==> src/rtl/conv_decoder_output_buffer.sv <==
// Output buffer of the conv decoder path: FIFO-queues signed pixels and streams one FRAME_LEN frame per start.
// Optional build macro CONV_DECODER_OUT_CLAMP_EN clamps negative head values to 0 at out_pixel.
module conv_decoder_output_buffer #(
    parameter int DATA_W    = 18,
    parameter int DEPTH     = 16,
    parameter int FRAME_LEN = 784
) (
    input  logic                     clk,
    input  logic                     rst,
    input  logic                     start,
    input  logic signed [DATA_W-1:0] y_in,
    input  logic                     y_valid,
    output logic                     in_ready,
    output logic signed [DATA_W-1:0] out_pixel,
    output logic                     out_valid,
    input  logic                     out_ready,
    output logic                     out_last,
    output logic                     frame_done,
    output logic                     busy
);

    localparam int AW = (DEPTH > 1) ? $clog2(DEPTH) : 1;
    localparam int CW = AW + 1;
    localparam int FW = $clog2(FRAME_LEN + 1);

    localparam logic [1:0] S_IDLE  = 2'd0;
    localparam logic [1:0] S_RUN   = 2'd1;
    localparam logic [1:0] S_DRAIN = 2'd2;

    logic [1:0]               state_q, state_d;
    logic [AW-1:0]            wr_ptr_q, rd_ptr_q, rd_ptr_inc;
    logic [CW-1:0]            count_q, count_d;
    logic [FW-1:0]            wr_cnt_q, rd_cnt_q;
    logic signed [DATA_W-1:0] head_q, head_d;
    logic                     frame_done_q;
    logic [DATA_W-1:0]        mem_q [DEPTH];
    logic                     wr_en, rd_en;

    assign in_ready   = (state_q == S_RUN) && (count_q < CW'(DEPTH));
    assign out_valid  = (count_q != '0);
    assign out_last   = out_valid && (rd_cnt_q == FW'(FRAME_LEN - 1));
    assign wr_en      = y_valid && in_ready;
    assign rd_en      = out_valid && out_ready;
    assign rd_ptr_inc = rd_ptr_q + AW'(1);
    assign frame_done = frame_done_q;
    assign busy       = (state_q != S_IDLE);

`ifdef CONV_DECODER_OUT_CLAMP_EN
    assign out_pixel = head_q[DATA_W-1] ? '0 : head_q;
`else
    assign out_pixel = head_q;
`endif

    always_ff @(posedge clk) begin
        if (wr_en) begin
            mem_q[wr_ptr_q] <= y_in;
        end
    end

    // The head register tracks the oldest entry; it keeps the last value read once the FIFO drains.
    always_comb begin
        head_d = head_q;
        if (rd_en) begin
            if (count_q > CW'(1)) begin
                head_d = mem_q[rd_ptr_inc];
            end else if (wr_en) begin
                head_d = y_in;
            end
        end else if (wr_en && (count_q == '0)) begin
            head_d = y_in;
        end
    end

    always_comb begin
        count_d = count_q;
        case ({wr_en, rd_en})
            2'b10:   count_d = count_q + CW'(1);
            2'b01:   count_d = count_q - CW'(1);
            default: count_d = count_q;
        endcase
    end

    always_comb begin
        state_d = state_q;
        case (state_q)
            S_IDLE:  if (start) state_d = S_RUN;
            S_RUN:   if (wr_en && (wr_cnt_q == FW'(FRAME_LEN - 1))) state_d = S_DRAIN;
            S_DRAIN: if (rd_en && out_last) state_d = S_IDLE;
            default: state_d = S_IDLE;
        endcase
    end

    always_ff @(posedge clk) begin
        if (rst) begin
            state_q      <= S_IDLE;
            wr_ptr_q     <= '0;
            rd_ptr_q     <= '0;
            count_q      <= '0;
            wr_cnt_q     <= '0;
            rd_cnt_q     <= '0;
            head_q       <= '0;
            frame_done_q <= 1'b0;
        end else begin
            state_q      <= state_d;
            count_q      <= count_d;
            head_q       <= head_d;
            frame_done_q <= (state_q == S_DRAIN) && rd_en && out_last;
            if (wr_en) begin
                wr_ptr_q <= wr_ptr_q + AW'(1);
            end
            if (rd_en) begin
                rd_ptr_q <= rd_ptr_inc;
            end
            if ((state_q == S_IDLE) && start) begin
                wr_cnt_q <= '0;
                rd_cnt_q <= '0;
            end else begin
                if (wr_en) wr_cnt_q <= wr_cnt_q + FW'(1);
                if (rd_en) rd_cnt_q <= rd_cnt_q + FW'(1);
            end
        end
    end

endmodule

==> config.mk <==
export PLATFORM = sky130hd
export DESIGN_NAME = conv_decoder_output_buffer
export DESIGN_NICKNAME = d
export VERILOG_FILES = /design/src/rtl/conv_decoder_output_buffer.sv
export SDC_FILE = /design/constraint.sdc
export NUM_CORES = 1
export LEC_CHECK = 0
export CORE_MARGIN = 2
export CORE_UTILIZATION = 50
export CTS_CLUSTER_SIZE = 12
export DETAILED_ROUTE_END_ITERATION = 8
export PLACE_DENSITY = 0.7
export RECOVER_POWER = 25
export SYNTH_ARGS = -nofsm -noshare
export SYNTH_HDL_FRONTEND = slang
export SYNTH_SLANG_ARGS = --single-unit
==> constraint.sdc <==
create_clock -name clk -period 2.7 [get_ports clk]
set_input_delay 0.405 -clock clk [delete_from_list [all_inputs] [get_ports clk]]
set_output_delay 0.405 -clock clk [all_outputs]
set_load 0.01 [all_outputs]
==> results.py <==
metrics = {
    "worst_setup_path": {
        "crit_path_end_kind": "output port",
        "critical_path_arrival_ns": 2.06,
        "cp_data_required_time_ns": 2.30,
        "cp_max_fo": 7,
        "cp_top_family": "buffers and inverters",
        "crit_type": "reg -> out",
        "cp_slowest_cell": "clkdlybuf4s50_1",
        "cp-start-kind": "flop",
        "path_cells": "inv_1 -> ha_1 -> nor4b_4 -> inv_2 -> clkdlybuf4s50_1",
        "critPathMaxStageDelay_ns": 0.55,
        "critPathBufInv": 3,
    },
    "yosys": {
        "yosysSeqAreaShare": 0.699,
        "yosysWarningCount": 0,
        "syn_area_um2": 13900,
        "async_reset_ff_frac": 0,
        "synth_area_leaders": "edfxtp_1 62%, dfxtp_1 7.8%, mux2i_1 5.4%",
        "syn_inst": 953,
        "synth.net_count": 988,
        "synth_seq_cells": 342,
        "synth_top_area_share": 0.622,
        "synth_edf_count": 288,
        "synth_ff_type": "edfxtp_1",
        "synth_top_cell_by_area": "edfxtp_1",
        "synth_cell_type_count": 52,
        "syn-mean-instance-area_um2": 14.6,
    },
    "placed_design": {
        "gp_routability_congestion": 0.811,
        "post-dp-hpwl_um": 19700,
        "dp_slack_ns": 0.143,
        "portBuffers": 45,
    },
    "finish": {
        "antenna_cells": 0,
        "seq_area_um2": 9730,
        "fin_util": 0.594,
        "syn_to_final_growth_pct": 17.6,
        "nFillCells": 2132,
        "finalNetCount": 1082,
        "drive_gt1_frac": 0.158,
        "multi_input_area_um2": 4010,
    },
    "floorplan": {
        "dieWidth_um": 171,
        "start_util": 0.505,
        "die_area_um2": 29200,
        "core_area_um2": 27600,
        "fp.dieH_um": 171,
        "pin_count": 46,
        "rows": 61,
    },
    "pwr": {
        "switching_power_mw": 4.22,
        "p_leak_nw": 5.24,
        "combPwrFrac": 0.262,
        "ir_worst_vdd_uv": 543,
        "swShare": 0.295,
        "totalPowerFinal_mw": 14.3,
        "power_frac_seq": 0.424,
        "power.density_nw_per_um2": 873,
        "clockPowerShare": 0.313,
        "power.internal_mw": 10.1,
    },
    "grt": {
        "grt_start_max_net_pins": 55,
        "antenna_found_initial": 0,
        "globalRouteOverflowTotal": 0,
        "first_global_vias": 8354,
        "grt_pass1_wl_um": 48100,
        "grt_usage": 0.220,
    },
    "run_status": {
        "status": "completed",
    },
    "timing": {
        "fin_crit_sh": 0.912,
        "max_slew.worst_pin.slew_ns": 0.865,
        "setup_violations": 0,
        "clock.fmax_mhz": 406,
        "drv_slew": 0,
        "setup_slack_ns": 0.237,
        "hold_viol_final": 0,
        "whs_ns": 0.473,
        "tns_ns": 0,
        "maxSlewHeadroom": 0.423,
        "fin_crit_ns": 2.46,
        "finalClockSkew_ns": 0.0202,
        "rsz0062_at_grt": "false",
    },
    "cts": {
        "cts_sinks": 342,
        "cts_buffers": 36,
        "cts_max_path_buffers": 3,
        "hold_buffers": 0,
        "cts_tree": "done",
        "root_buffer": "clkbuf_16",
        "cts.htree.levels": 2,
        "clk_pin_slew_ns": 0.06,
        "clk_latency_ns": 0.52,
    },
    "drt": {
        "drc": 0,
        "viasPerCell": 5.85,
        "first_pass_iters": 5,
        "ant_nets": 0,
        "vias": 8482,
        "drt-total-wl_um": 31900,
        "initialDrtViolationCount": 730,
        "routedWlPerCell_um": 22.0,
    },
    "job": {
        "drv_cap": 0,
    },
    "worst_hold_path": {
        "hold_path.class": "reg -> reg",
    },
}
## area by class of cell
class	instances	share of cell area
clock buffers	56	0.0616
clock inverters	8	0.00314
inverters	11	0.00252
multi-input cells	542	0.245
flip-flops and latches	342	0.595
well taps	378	0.0289
repair buffers	114	0.0639
## worst paths after layout
check / from / end / slack [ns] / cells after the start
max: count_q[0] / out_valid / 0.24 / 5
min: rd_cnt_q[1] / rd_cnt_q[1] / 0.47 / 2
max reg2reg: count_q[1] / out_pixel[14] / 0.25 / 11
min reg2reg: rd_cnt_q[1] / rd_cnt_q[1] / 0.47 / 2
## routing by layer
layer,vias to the layer above,GRT usage,share of wire
li1,3874,-,-
met1,4266,0.303,0.43
met2,276,0.358,0.48
met3,66,0.0363,0.061
met4,0,0.0732,0.026
met5,-,0,0
## power groups by stage
| stage | clock network [mW] | logic (mW) | registers [mW] |
|---|---|---|---|
| finish | 4.48 | 3.75 | 6.06 |
| global route | 4.75 | 4.05 | 6.08 |
| CTS | 4.55 | 3.73 | 6.06 |
| detailed placement | 0 | 3.71 | 6.17 |
| global placement | 0 | 3.66 | 6.16 |
| floorplan | 0 | 2.45 | 6.15 |
## worst register-to-register path, delay by kind of cell (launching register included)
| kind | cells | cell delay, ns |
|---|---|---|
| AO/OA/AOI/OAI | 2 | 0.50 |
| buffers and inverters | 4 | 0.59 |
| AND/OR/NAND/NOR | 3 | 0.57 |
| adder cells (fa/ha/maj) | 2 | 0.40 |
| flip-flops | 1 | 0.35 |
## cells by family after synthesis
kind of cell,count (synthesis),synth area share
and+or+nand+nor,266,0.0988
xor gates and xnor gates,29,0.0193
AOI/OAI and AO/OA,124,0.0671
buffers and inverters,69,0.0216
adders and majority gates,12,0.0108
DFF,342,0.699
muxes,111,0.0831
## cells in the mapped netlist, types with 2 or more instances
library cell	n
a2111oi_0	34
a21oi_1	27
a32o_1	18
and2_1	2
buf_1	3
buf_2	18
buf_4	5
clkbuf_1	32
dfxtp_1	54
edfxtp_1	288
ha_1	12
inv_1	9
mux2_2	36
mux2i_1	75
nand2_1	28
nand2b_1	2
nand3_1	86
nand4_1	23
nor2_1	62
nor2b_1	35
nor3_1	11
nor4_1	2
nor4b_1	2
o21ai_0	3
o21ai_1	2
o22ai_1	17
o31ai_1	17
xnor2_1	12
xor2_1	15
## through the flow
| stage | instance area, um2 | std cells |
|---|---|---|
| after global placement | 15300 | 1386 |
| after detailed placement | 15300 | 1386 |
| after CTS | 16400 | 1450 |
| after floorplan | 13900 | 953 |
| after global routing | 16400 | 1451 |
| final | 16400 | 1451 |
## flip-flops by register name, summed over array words and instances (netlist names)
name,count
out_pixel,18
rd_ptr_q,4
count_q,5
wr_cnt_q,10
frame_done,1
state_q,2
wr_ptr_q,4
rd_cnt_q,10
mem_q,288
## placed cells by master (no fill, tap or decap), types with 32 or more instances in the layout
cell type	count
edfxtp_1	288
nand3_1	86
mux2i_1	75
dfxtp_1	53
nor2_1	50
buf_4	50
clkbuf_16	37
mux2_2	36
nor2b_1	35
a2111oi_0	34
clkdlybuf4s50_1	32
## what timing repair did
item	CTS	global route
resized for setup	1	3
pin swaps	1	0
setup buffers	0	1
endpoints found under the setup margin	1	20
Power figures use the tool's default switching activity.
